[config.mk]
export PLATFORM = sky130hd
export DESIGN_NAME = adder_share_sched
export DESIGN_NICKNAME = d
export VERILOG_FILES = /design/src/rtl/adder_share_sched.sv
export SDC_FILE = /design/constraint.sdc
export NUM_CORES = 1
export LEC_CHECK = 0
export CAP_MARGIN = 20
export CORE_ASPECT_RATIO = 2
export CORE_UTILIZATION = 36
export CTS_CLUSTER_SIZE = 30
export DETAILED_ROUTE_END_ITERATION = 8
export PLACE_DENSITY = 0.92
export SLEW_MARGIN = 20
export SYNTH_ARGS = -nofsm -noshare
export SYNTH_HDL_FRONTEND = slang
export SYNTH_SLANG_ARGS = --single-unit
[constraint.sdc]
create_clock -name i_clk -period 2.3 [get_ports i_clk]
set_input_delay 0.345 -clock i_clk [delete_from_list [all_inputs] [get_ports i_clk]]
set_output_delay 0.345 -clock i_clk [all_outputs]
set_load 0.1 [all_outputs]
[src/rtl/adder_share_sched.sv]
// adder_share_sched
// Purpose : time-shares one external two-stage pipelined adder among
//           P_NUM_REQ requesters. Arbitration is round-robin. Operands are
//           held for P_HOLD cycles so that the registered high half settles,
//           and the result is returned with the requester ID.
// Latency : a grant at edge T drives operands from T. o_rsp_valid rises at
//           edge T+P_HOLD. The minimum issue interval is P_HOLD+2 cycles.
// Backpr. : the response is held stable until i_rsp_ready. While a response
//           is pending or a hold is in progress, no new request is accepted.
// Ports   : i_clk/i_rst           clock, asynchronous active-high reset
//           i_req_* / o_req_ready per-requester operands, valid, one-hot accept
//           o_add_* / i_add_*     external adder operands and results
//           o_rsp_*/i_rsp_ready   response channel (id, sum, final carry)
//           o_busy, o_op_cnt      status; completed-operation count
// Macro   : ADDER_SHARE_STATS_EN  builds the saturating o_op_cnt counter.
//           Without it, o_op_cnt is tied to 0.

module adder_share_sched #(
  parameter int P_NUM_REQ    = 4,
  parameter int P_DATA_WIDTH = 8,
  parameter int P_HOLD       = 2,
  parameter int P_ID_W       = 2
) (
  input  logic                           i_clk,
  input  logic                           i_rst,
  input  logic [P_NUM_REQ-1:0]           i_req_valid,
  output logic [P_NUM_REQ-1:0]           o_req_ready,
  input  logic [P_NUM_REQ*P_DATA_WIDTH-1:0] i_req_a,
  input  logic [P_NUM_REQ*P_DATA_WIDTH-1:0] i_req_b,
  input  logic [P_NUM_REQ-1:0]           i_req_cin,
  output logic [P_DATA_WIDTH-1:0]        o_add_a,
  output logic [P_DATA_WIDTH-1:0]        o_add_b,
  output logic                           o_add_cin,
  input  logic [P_DATA_WIDTH-1:0]        i_add_sum,
  input  logic [P_DATA_WIDTH-1:0]        i_add_cout,
  output logic                           o_rsp_valid,
  input  logic                           i_rsp_ready,
  output logic [P_ID_W-1:0]              o_rsp_id,
  output logic [P_DATA_WIDTH-1:0]        o_rsp_sum,
  output logic                           o_rsp_cout,
  output logic                           o_busy,
  output logic [15:0]                    o_op_cnt
);

  localparam int                  LP_CNT_W    = $clog2(P_HOLD);
  localparam logic [LP_CNT_W-1:0] LP_CNT_LAST = LP_CNT_W'(P_HOLD - 1);
  localparam logic [P_ID_W-1:0]   LP_PTR_RST  = P_ID_W'(P_NUM_REQ - 1);
  localparam logic [P_ID_W:0]     LP_NUM_EXT  = (P_ID_W + 1)'(P_NUM_REQ);

  typedef enum logic [1:0] {
    S_IDLE = 2'd0,
    S_HOLD = 2'd1,
    S_RESP = 2'd2
  } state_t;

  state_t                  r_state;
  logic [P_ID_W-1:0]       r_ptr;
  logic [LP_CNT_W-1:0]     r_cnt;
  logic [P_DATA_WIDTH-1:0] r_add_a;
  logic [P_DATA_WIDTH-1:0] r_add_b;
  logic                    r_add_cin;
  logic [P_ID_W-1:0]       r_id;
  logic                    r_rsp_vld;
  logic [P_DATA_WIDTH-1:0] r_rsp_sum;
  logic                    r_rsp_cout;

  logic [P_NUM_REQ-1:0]    w_grant;
  logic [P_ID_W-1:0]       w_grant_idx;
  logic                    w_found;
  logic [P_ID_W:0]         w_cand_ext;
  logic [P_ID_W-1:0]       w_cand;
  logic [P_DATA_WIDTH-1:0] w_sel_a;
  logic [P_DATA_WIDTH-1:0] w_sel_b;
  logic                    w_sel_cin;

  // Only the final carry bit of the adder's carry vector is reported.
  logic w_unused;
  assign w_unused = ^{1'b0, i_add_cout[P_DATA_WIDTH-2:0]};

  // Round-robin search. It starts one past the last served requester and
  // wraps around, so the requester that was just served has the lowest
  // priority. The candidate index is formed one bit wider so that the
  // wrap-around works for any P_NUM_REQ, including non-powers of two.
  always_comb begin
    w_grant     = '0;
    w_grant_idx = '0;
    w_found     = 1'b0;
    w_cand_ext  = '0;
    w_cand      = '0;
    for (int off = 1; off <= P_NUM_REQ; off++) begin
      w_cand_ext = {1'b0, r_ptr} + (P_ID_W + 1)'(off);
      if (w_cand_ext >= LP_NUM_EXT) begin
        w_cand_ext = w_cand_ext - LP_NUM_EXT;
      end
      w_cand = w_cand_ext[P_ID_W-1:0];
      if (!w_found && i_req_valid[w_cand]) begin
        w_found     = 1'b1;
        w_grant_idx = w_cand;
      end
    end
    if (w_found) begin
      w_grant[w_grant_idx] = 1'b1;
    end
  end

  // Operand mux, driven by the one-hot grant.
  always_comb begin
    w_sel_a   = '0;
    w_sel_b   = '0;
    w_sel_cin = 1'b0;
    for (int k = 0; k < P_NUM_REQ; k++) begin
      if (w_grant[k]) begin
        w_sel_a   = i_req_a[k*P_DATA_WIDTH +: P_DATA_WIDTH];
        w_sel_b   = i_req_b[k*P_DATA_WIDTH +: P_DATA_WIDTH];
        w_sel_cin = i_req_cin[k];
      end
    end
  end

  // Accept only in IDLE. The term on i_rst keeps ready low while reset is
  // asserted, so no request is accepted during reset.
  assign o_req_ready = (r_state == S_IDLE && !i_rst) ? w_grant : '0;

  always_ff @(posedge i_clk or posedge i_rst) begin
    if (i_rst) begin
      r_state    <= S_IDLE;
      r_ptr      <= LP_PTR_RST;
      r_cnt      <= '0;
      r_add_a    <= '0;
      r_add_b    <= '0;
      r_add_cin  <= 1'b0;
      r_id       <= '0;
      r_rsp_vld  <= 1'b0;
      r_rsp_sum  <= '0;
      r_rsp_cout <= 1'b0;
    end else begin
      case (r_state)
        S_IDLE: begin
          if (w_found) begin
            r_add_a   <= w_sel_a;
            r_add_b   <= w_sel_b;
            r_add_cin <= w_sel_cin;
            r_id      <= w_grant_idx;
            r_ptr     <= w_grant_idx;
            r_cnt     <= '0;
            r_state   <= S_HOLD;
          end
        end
        S_HOLD: begin
          r_cnt <= r_cnt + 1'b1;
          // The high half of the adder is registered. After P_HOLD cycles,
          // both halves reflect the held operand set.
          if (r_cnt == LP_CNT_LAST) begin
            r_rsp_sum  <= i_add_sum;
            r_rsp_cout <= i_add_cout[P_DATA_WIDTH-1];
            r_rsp_vld  <= 1'b1;
            r_state    <= S_RESP;
          end
        end
        S_RESP: begin
          // No grant in the accept cycle. Arbitration resumes from IDLE.
          if (i_rsp_ready) begin
            r_rsp_vld <= 1'b0;
            r_state   <= S_IDLE;
          end
        end
        default: begin
          r_state <= S_IDLE;
        end
      endcase
    end
  end

  assign o_add_a     = r_add_a;
  assign o_add_b     = r_add_b;
  assign o_add_cin   = r_add_cin;
  assign o_rsp_valid = r_rsp_vld;
  assign o_rsp_id    = r_id;
  assign o_rsp_sum   = r_rsp_sum;
  assign o_rsp_cout  = r_rsp_cout;
  assign o_busy      = (r_state != S_IDLE);

`ifdef ADDER_SHARE_STATS_EN
  logic [15:0] r_op_cnt;

  // Counts response handshakes. The count saturates at all-ones.
  always_ff @(posedge i_clk or posedge i_rst) begin
    if (i_rst) begin
      r_op_cnt <= '0;
    end else if (r_rsp_vld && i_rsp_ready && (r_op_cnt != 16'hFFFF)) begin
      r_op_cnt <= r_op_cnt + 16'd1;
    end
  end

  assign o_op_cnt = r_op_cnt;
`else
  assign o_op_cnt = 16'h0000;
`endif

endmodule

==> flow_metrics.env <==
export IMPL_status="finished clean"
export IMPL_synth_distinct_cells=39
export IMPL_yosys_area_share_adder_pct=0
export IMPL_dr_pass1_iters=4
export IMPL_wirelength_um=6560
export IMPL_end_kind="primary output"
export IMPL_cts_max_level=2
export IMPL_design_area_mm2=0.00344
export IMPL_cts_tree="built"
export IMPL_max_cap_violations=0
export IMPL_synth_mux_area_fraction_pct=4.82
export IMPL_finalSetupViolCount=0
export IMPL_path_cells="clkdlybuf4s50_1 -> nor2_1 -> o32ai_4 -> nor3b_4 -> buf_12"
export IMPL_ant_nets=0
export IMPL_path_buf_inv=2
export IMPL_drive_gt1_share_pct=30.4
export IMPL_period_share_pct=96.8
export IMPL_p_leak_uw=0.00148
export IMPL_multi_input_area_mm2=0.00104
export IMPL_synth_top_family_by_area="compound AO/OA/AOI/OAI gates"
export IMPL_clock_sinks=34
export IMPL_drv_slew=0
export IMPL_hpwlAfterDp_um=5160
export IMPL_synth_flop_cell="dfrtp_1"
export IMPL_mostFrequentLayoutCells="82 x clkdlybuf4s50_1, 45 x buf_4, 32 x dfrtp_1"
export IMPL_io_buffers=117
export IMPL_cpPeakStageDelay_ns=0.63
export IMPL_worst_pin_slew_ns=0.508
export IMPL_syn_area_mm2=0.00210
export IMPL_ctsRootBufferMaster="clkbuf_16"
export IMPL_synth_seq_cells=34
export IMPL_grt_overflow_total=0
export IMPL_cts_resized=0
export IMPL_ir_drop_uv=1330
export IMPL_hold_buffers=0
export IMPL_die_w_um=56.1
export IMPL_syn_to_final_growth_pct=63.8
export IMPL_post_cts_buffers=0
export IMPL_cp_max_fo=7
export IMPL_nets=416
export IMPL_hold_viol=0
export IMPL_antenna_found_initial=0
export IMPL_fin_crit_ns=2.23
export IMPL_regArea_um2=853
export IMPL_yosysSeqAreaShare_pct=40.6
export IMPL_io_pins=141
export IMPL_start_kind="input port"
export IMPL_criticalPathCategory="input port to primary output"
export IMPL_rsz0062_at_grt="no"
export IMPL_hold_class="input port to asynchronous set/reset pin"
export IMPL_track_usage_pct=21.6
export IMPL_route_detailed_drc=0
export IMPL_path_clk_slew_ns=0.05
export IMPL_fmax_ghz=0.449
export IMPL_synthCells=199
export IMPL_grt_pass1_vias=2156
export IMPL_synth_edf_count=0
export IMPL_vias_per_cell=5.39
export IMPL_rows=39
export IMPL_antenna_cells=0
export IMPL_drtIter0Drc=61
export IMPL_floorplan_initialDensity_pct=37.2
export IMPL_total_power_uw=6150
export IMPL_placed_cell_area_mm2=0.00325
export IMPL_synth_xor_area_share_pct=0
export IMPL_die_y_um=110
export IMPL_die_area_mm2=0.00617
export IMPL_cp_top_family="buffers and inverters"
export IMPL_fill_cells=483
export IMPL_power_density_mw_per_mm2=1790
export IMPL_async_reset_ff_share_pct=100
export IMPL_crit_slowest_cell="clkdlybuf4s50_1"
export IMPL_synth_compound_area_share_pct=31.2
export IMPL_grt_start_max_net_pins=24
export IMPL_synthSimpleGateAreaFrac_pct=9.93
export IMPL_required_ns=1.96
export IMPL_core_area_mm2=0.00566
export IMPL_wl_per_cell_um=17.0
export IMPL_arrival_ns=1.88
export IMPL_num_vias=2087
export IMPL_syn_area_per_cell_um2=10.6
export IMPL_cp_num_cells=5
export IMPL_fin_skew_ns=0.00217
export IMPL_clk_path_buf_depth=2
export IMPL_globalplace_congestion=0.885
export IMPL_grt_pass1_wl_um=10100
export IMPL_layout_commonest_cell="clkdlybuf4s50_1"
export IMPL_slew_headroom_pct=66.0
export IMPL_fin_hold_ws_ns=0.336
export IMPL_ys_warn_count=0
export IMPL_numCtsBuffers=5
export IMPL_r2r_cells=6
export IMPL_clock_latency_ns=0.28
[Yosys cell counts (2+ instances only)]
| library cell | instances | area share [%] |
|---|---|---|
| dfstp_2 | 2 | 2.5 |
| a221oi_1 | 8 | 3.3 |
| buf_4 | 16 | 5.7 |
| a21oi_2 | 3 | 1.2 |
| a21o_1 | 3 | 1.1 |
| o21ai_1 | 14 | 3.3 |
| a21oi_1 | 4 | 0.95 |
| nand2_1 | 24 | 4.3 |
| dfrtp_1 | 32 | 38 |
| nor2_1 | 9 | 1.6 |
| mux2_2 | 9 | 4.8 |
| o21ai_2 | 4 | 1.7 |
| inv_1 | 6 | 1.1 |
| o221ai_1 | 17 | 7.1 |
| buf_8 | 4 | 2.9 |
| clkbuf_1 | 2 | 0.36 |
| nand2b_2 | 2 | 0.83 |
| o21ai_0 | 7 | 1.7 |
| a221oi_2 | 9 | 6.4 |
| buf_6 | 5 | 2.7 |
[power by group]
group	leakage, uW	switching [uW]	internal, uW
Sequential	0.000405	213	915
Combinational	0.000982	3030	1100
Clock	0.0000940	268	622
[path summary, 6_finish.rpt]
path | startpoint | to | slack (ns)
min in group i_clk | o_add_cin | o_add_cin | 0.48
min | i_rst | o_rsp_id[0] | 0.34
max | i_req_valid[0] | o_req_ready[0] | 0.07
max reg2reg | r_ptr[0] | o_add_b[2] | 0.48
min reg2reg | o_add_cin | o_add_cin | 0.48
max in group asynchronous | i_rst | o_add_b[0] | 1.43
[registers in the layout (all words and copies together) (netlist names)]
signal       count
r_state          2
r_ptr            2
o_rsp_id         2
r_cnt            1
o_rsp_cout       1
o_rsp_valid      1
o_add_a          8
o_add_cin        1
o_rsp_sum        8
o_add_b          8
[per-layer routing]
metal,share of wire [%],global-route usage (%),vias to the layer above
li1,-,-,966
met1,33,20.2,998
met2,59,42.8,109
met3,5.7,4.67,14
met4,2.5,11.1,0
met5,0,0,-
[through the flow]
step	instances	setup slack (ns)	setup TNS [ns]	utilization (%)
detailed placement	379	0.0596	0	57.4
floorplan	214	-0.196	-0.196	-
global placement	379	0.101	0	57.4
global route	387	0.0189	0	60.9
finish	387	0.0739	0	60.9
CTS	387	0.0511	0	60.8
[cell families after synthesis]
group	count (synthesis)
buffers and inverters	34
other	1
multiplexers	9
AO/OA/AOI/OAI	77
AND/OR/NAND/NOR	44
flip-flops	34
[area by class of cell]
class,instances,area share [%]
clock buffers,5,3.63
clock inverters,3,2.00
inverters,6,0.763
multi-input cells,146,30.3
flip-flops and latches,34,24.8
well taps,61,2.22
repair buffers,132,36.3
Note: power is estimated with default switching activity, not from simulation.
